==> src/rtl/key_loader.sv <==
// rtl/key_loader.sv - serial activation-key receiver with nibble-XOR check and key bus drive
//
// Purpose: accepts a KEY_W+4 bit frame (key bits then 4 check bits, MSB first)
// from the provisioning pin pair, verifies check == XOR of all key nibbles and,
// on success, drives the key onto key_out for the locked datapath modules.
// Until a verified key is present key_out stays all-zero.
//
// Optional feature: define LOCKOUT_EN to enter a LOCKED state once fail_cnt
// reaches MAX_FAIL; only rst leaves LOCKED.
//
// Ports:
//   clk        in   1      clock, rising edge
//   rst        in   1      asynchronous active-low reset
//   kin_valid  in   1      serial key bit valid
//   kin_bit    in   1      serial key bit, MSB first
//   kin_ready  out  1      a bit is accepted this cycle when kin_valid is also high
//   clear      in   1      drop the key and return to IDLE (ignored when LOCKED)
//   key_out    out  KEY_W  key bus to the lock modules
//   key_valid  out  1      key_out holds a verified key
//   key_err    out  1      one-cycle pulse on checksum mismatch or timeout
//   busy       out  1      frame in progress (SHIFT or CHECK)
//   fail_cnt   out  4      failed-frame count, saturating at 15
module key_loader #(
  parameter int KEY_W    = 8,
  parameter int MAX_FAIL = 3,
  parameter int TIMEOUT  = 255
) (
  input  logic             clk,
  input  logic             rst,
  input  logic             kin_valid,
  input  logic             kin_bit,
  output logic             kin_ready,
  input  logic             clear,
  output logic [KEY_W-1:0] key_out,
  output logic             key_valid,
  output logic             key_err,
  output logic             busy,
  output logic [3:0]       fail_cnt
);

  localparam int FRAME_W = KEY_W + 4;
  localparam int BC_W    = $clog2(FRAME_W + 1);
  localparam int TO_W    = $clog2(TIMEOUT + 1);

  typedef enum logic [2:0] {
    S_IDLE,
    S_SHIFT,
    S_CHECK,
    S_LOADED
`ifdef LOCKOUT_EN
    , S_LOCKED
`endif
  } state_t;

  state_t             r_state;
  logic [FRAME_W-1:0] r_shift;
  logic [BC_W-1:0]    r_bit_cnt;
  logic [TO_W-1:0]    r_to_cnt;

  logic               w_accept;
  logic               w_clear;
  logic [3:0]         w_calc;
  logic               w_match;
  logic [3:0]         w_fail_inc;
  state_t             w_fail_state;

  // Ready is decoded from the registered state; forced low while rst is held.
  assign kin_ready = rst && ((r_state == S_IDLE) || (r_state == S_SHIFT) ||
                             (r_state == S_LOADED));
  assign busy      = (r_state == S_SHIFT) || (r_state == S_CHECK);
  assign w_accept  = kin_valid && kin_ready;

`ifdef LOCKOUT_EN
  assign w_clear      = clear && (r_state != S_LOCKED);
  assign w_fail_state = (w_fail_inc == 4'(MAX_FAIL)) ? S_LOCKED : S_IDLE;
`else
  assign w_clear      = clear;
  assign w_fail_state = S_IDLE;
`endif

  assign w_fail_inc = (fail_cnt == 4'hF) ? fail_cnt : fail_cnt + 4'd1;

  // Check nibble = XOR of every key nibble; key sits above the 4 check bits.
  always_comb begin
    w_calc = '0;
    for (int i = 0; i < KEY_W / 4; i++) begin
      w_calc = w_calc ^ r_shift[4 + 4*i +: 4];
    end
  end
  assign w_match = (w_calc == r_shift[3:0]);

  always_ff @(posedge clk or negedge rst) begin
    if (!rst) begin
      r_state   <= S_IDLE;
      r_shift   <= '0;
      r_bit_cnt <= '0;
      r_to_cnt  <= '0;
      key_out   <= '0;
      key_valid <= 1'b0;
      key_err   <= 1'b0;
      fail_cnt  <= 4'd0;
    end else begin
      key_err <= 1'b0;
      if (w_clear) begin
        // clear outranks a same-cycle bit or CHECK verdict
        r_state   <= S_IDLE;
        r_shift   <= '0;
        r_bit_cnt <= '0;
        r_to_cnt  <= '0;
        key_out   <= '0;
        key_valid <= 1'b0;
      end else begin
        case (r_state)
          S_IDLE, S_LOADED: begin
            // LOADED keeps key_out/key_valid until the new frame is judged
            if (w_accept) begin
              r_shift   <= {{(FRAME_W-1){1'b0}}, kin_bit};
              r_bit_cnt <= BC_W'(1);
              r_to_cnt  <= '0;
              r_state   <= S_SHIFT;
            end
          end
          S_SHIFT: begin
            if (w_accept) begin
              r_shift   <= {r_shift[FRAME_W-2:0], kin_bit};
              r_bit_cnt <= r_bit_cnt + BC_W'(1);
              r_to_cnt  <= '0;
              if (r_bit_cnt == BC_W'(FRAME_W - 1)) begin
                r_state <= S_CHECK;
              end
            end else if (r_to_cnt == TO_W'(TIMEOUT - 1)) begin
              // TIMEOUT idle cycles: abort exactly like a checksum failure
              r_state   <= w_fail_state;
              r_shift   <= '0;
              r_bit_cnt <= '0;
              r_to_cnt  <= '0;
              key_out   <= '0;
              key_valid <= 1'b0;
              key_err   <= 1'b1;
              fail_cnt  <= w_fail_inc;
            end else begin
              r_to_cnt <= r_to_cnt + TO_W'(1);
            end
          end
          S_CHECK: begin
            r_bit_cnt <= '0;
            r_to_cnt  <= '0;
            if (w_match) begin
              key_out   <= r_shift[FRAME_W-1:4];
              key_valid <= 1'b1;
              r_state   <= S_LOADED;
            end else begin
              r_state   <= w_fail_state;
              r_shift   <= '0;
              key_out   <= '0;
              key_valid <= 1'b0;
              key_err   <= 1'b1;
              fail_cnt  <= w_fail_inc;
            end
          end
`ifdef LOCKOUT_EN
          S_LOCKED: begin
            key_out   <= '0;
            key_valid <= 1'b0;
          end
`endif
          default: r_state <= S_IDLE;
        endcase
      end
    end
  end

endmodule

==> config.mk <==
export PLATFORM = sky130hd
export DESIGN_NAME = key_loader
export DESIGN_NICKNAME = d
export VERILOG_FILES = /design/src/rtl/key_loader.sv
export SDC_FILE = /design/constraint.sdc
export NUM_CORES = 1
export LEC_CHECK = 0
export ABC_AREA = 1
export CORE_ASPECT_RATIO = 0.7
export CORE_MARGIN = 2
export CORE_UTILIZATION = 55
export CTS_CLUSTER_SIZE = 40
export DETAILED_ROUTE_END_ITERATION = 12
export GPL_TIMING_DRIVEN = 0
export PLACE_DENSITY = 0.77
export SETUP_SLACK_MARGIN = 0.05
export SLEW_MARGIN = 5
export SYNTH_ARGS = -nofsm -noshare
export SYNTH_HDL_FRONTEND = slang
export SYNTH_SLANG_ARGS = --single-unit
==> constraint.sdc <==
create_clock -name clk -period 1.75 [get_ports clk]
set_input_delay 0.35 -clock clk [delete_from_list [all_inputs] [get_ports clk]]
set_output_delay 0.35 -clock clk [all_outputs]
set_load 0.005 [all_outputs]
==> summary.md <==
| Metric | Value |
|---|---|
| Outcome | complete, no violations |
| Clock skew | 0.00628 ns |
| Power Density | approximately 1100 mW/mm^2 |
| Die area | 0.00488 sq mm |
| Total routed wirelength | between 5000 and 6000 microns |
| EDFF count, synth | 0 |
| F_max | between 500 and 600 MHz |
| CTS tree | yes |
| Warnings, synthesis | 0 |
| Starting Density | about three fifths |
| Top post-synthesis cells by area | dfrtp_1, nand2_1, nand3_1, inv_1, ha_1 |
| Share of cells above drive strength 1 | around 25% |
| Worst Path Max Fanout | 4 |
| Synth-to-layout area growth | 31.0% |
| Ys async rst share | 100% |
| CTS H-Tree Depth | 2 |
| Hold WC Path Type | reg -> reg |
| Vias per cell | 5.34 |
| Io pins | 21 |
| DIE HEIGHT | between 50 and 60 microns |
| Crit path DAT | 1.36 ns |
| N_diodes | 0 |
| CP Class | reg -> out |
| Post-Syn Area per Cell | 7.40 sq um |
| Clock slew at reported path FFs | around 0.080 ns |
| Max stage delay cell, worst path | dfrtp_2 |
| Total track usage | between 20% and 30% |
| Most frequent cells after synthesis | nand2_1, nand3_1, dfrtp_1, inv_1, nor2_1 |
| RSZ-0062 raised after global routing | true |
| Worst EP required | roughly 1.4 ns |
| Net count, final | between 300 and 400 |
| Final setup viols | 0 |
| Netlist Area Pre-Place | approximately 0.0024 sq mm |
| Worst Tran Pin Value | 0.886 ns |
| CTS sink cnt | 40 |
| Fin crit period | between 1.5 and 2 ns |
| Synthesized instance count | 322 |
| Wire length per cell | 13.5 microns |
| Place WS | -0.385 ns |
| Top-count cell post-synth | nand2_1 |
| Setup ws final | ~0.042 ns |
| First-pass GRT wire length | slightly above 9000 microns |
| Syn_nets | roughly 340 |
| Die W | between 80 and 90 microns |
| Port Buffers | 20 |
| Hold WS | between 0.4 and 0.5 ns |
| Slew HR | approximately two fifths |
| Core Region | 0.00404 sq mm |
| Final Hold Viols | 0 |
| Post-route ant nets | 0 |
| Flops & latches, synth | 40 |
| Final Wtd Congestion | between 0.8 and 0.9 |
| FP Rows | 19 |
| Number of global-route vias before repair | between 1500 and 2000 |
| Design Power | approximately 3.4 mW |
| Global route overflow | 0 |
| Starting DRT DRC Count | 211 |
| Layout Cells excl Fill | 423 |
| CP Cell Sequence | buf_6 -> ha_4 -> inv_4 -> buf_6 |
| Startpoint types | flip-flop |
| Placed insts | 395 |
| Final Cycle Share | 97.6% |
| Max-cap violations | 0 |
| Top-area cell type share of the netlist area | 42.0% |
| Clock Latency Late Sink | about 0.29 ns |
| Longest Clk Path Bufs | 2 |
| TritonCTS Buffers | 5 |
| Register area share after synthesis | a little over two fifths |
| Element type at the critical path end | output pin |
| DRC Markers | 0 |
| Ys flop type | dfrtp_1 |
| Post-synthesis cell type count | 31 |
| Slew Limit Fails | 0 |
| Slowest stage delay, CP | about 0.46 ns |
| Drt pass-1 iters | 5 |
| Cell mode on critical path | buf_6 |
| HPWL Detailed | about 3800 microns |
| Largest net degree at the start of global routing | 22 |
| Initial antenna violation count | 0 |
| Synth area leader | dfrtp_1 |
| Vias | around 2300 |
| Root Driver | clkbuf_8 |
| P_leak | about 1.5 nW |
| Maximum vdd ir drop | about 0.80 mV |
[cells by family (layout without fill, tap and decap cells)]
kind of cell,count (synthesis),after routing,share of synthesized area (%)
AO/OA/AOI/OAI,20,20,5.10
XOR/XNOR,4,4,1.47
adder cells (fa/ha/maj),8,8,4.20
buffers and inverters,41,90,7.20
flip-flops,40,40,42.0
AND/OR/NAND/NOR,209,209,40.0
[critical path, delay by kind of cell (launching register included)]
| kind | cells | cell delay (ns) |
|---|---|---|
| adders and majority gates | 1 | 0.31 |
| buffers and inverters | 3 | 0.30 |
| DFF | 1 | 0.46 |
[placed cells by master, fill, tap and decap left out, types with 2 or more instances in the layout]
cell type          n
a21oi_1            6
buf_4             17
buf_6              5
clkbuf_8           6
clkdlybuf4s50_1   16
clkinvlp_4         2
dfrtp_1           34
dfrtp_2            6
dlygate4sd3_1      2
ha_1               4
ha_4               4
inv_1             19
inv_2             11
inv_4              7
nand2_1          115
nand2_2            4
nand2_4            2
nand3_1           40
nand3_2            6
nand3_4            3
nand4_1            7
nor2_1            17
nor2_2             4
nor2_4             6
nor3_1             2
o21ai_0            8
xor2_1             3
[worst paths after layout]
| kind | from | end | slack (ns) | cells past startpoint |
|---|---|---|---|---|
| max in group asynchronous | rst | r_shift[4] | 0.29 | 3 |
| min in group asynchronous | rst | r_to_cnt[2] | 0.75 | 2 |
| hold reg to reg | key_out[2] | key_out[2] | 0.48 | 2 |
| setup / recovery | r_state[1] | busy | 0.04 | 4 |
| hold / removal | key_out[2] | key_out[2] | 0.48 | 2 |
| setup reg to reg | r_state[1] | r_shift[9] | 0.06 | 8 |
[power by group]
part | internal (mW) | total (mW) | switching [mW]
sequential | 1.02 | 1.14 | 0.116
clock | 0.319 | 0.650 | 0.330
combinational | 0.725 | 1.64 | 0.911
[sequential cells by signal, indices dropped and copies added, names as in the netlist]
| signal | flops |
|---|---|
| key_valid | 1 |
| r_shift | 12 |
| r_state | 2 |
| r_to_cnt | 8 |
| r_bit_cnt | 4 |
| key_out | 8 |
| key_err | 1 |
| fail_cnt | 4 |
[metrics by stage]
| stage | utilization [%] | area [sq um] | TNS, ns |
|---|---|---|---|
| floorplan | - | 2380 | 0 |
| finish | 77.2 | 3120 | 0 |
| global route | 77.2 | 3120 | -0.0514 |
| global placement | 65.5 | 2650 | -100.63 |
| CTS | 70.9 | 2870 | -0.122 |
| detailed placement | 66.1 | 2670 | -11.42 |
[final cells by class]
class                      count  area [sq um]
buffer                         4          41.3
clock buffer                   6          82.6
clock inverter                 2          15.0
fill                         270           920
inverter                      37           156
multi-input combinational    241          1360
sequential                    40          1010
tap                           52          65.1
timing repair buffer          41           394
[layer usage]
metal  track usage [%]  part of all wire (%)  up-vias
met4              7.03                   1.1        0
met1              37.1                    48     1043
li1                  -                     -     1130
met5                 0                     0        -
met2              36.9                    44       77
met3              4.88                   6.5        7
[timing repair]
item                                    CTS  global route
endpoints found under the hold margin    21             0
gates resized for setup                  13            52
endpoints found under the setup margin   31            37
hold buffers                              2             0
pin swaps                                 1            18
setup buffers                             5            13
No activity file was read; power rests on OpenSTA's default activity.
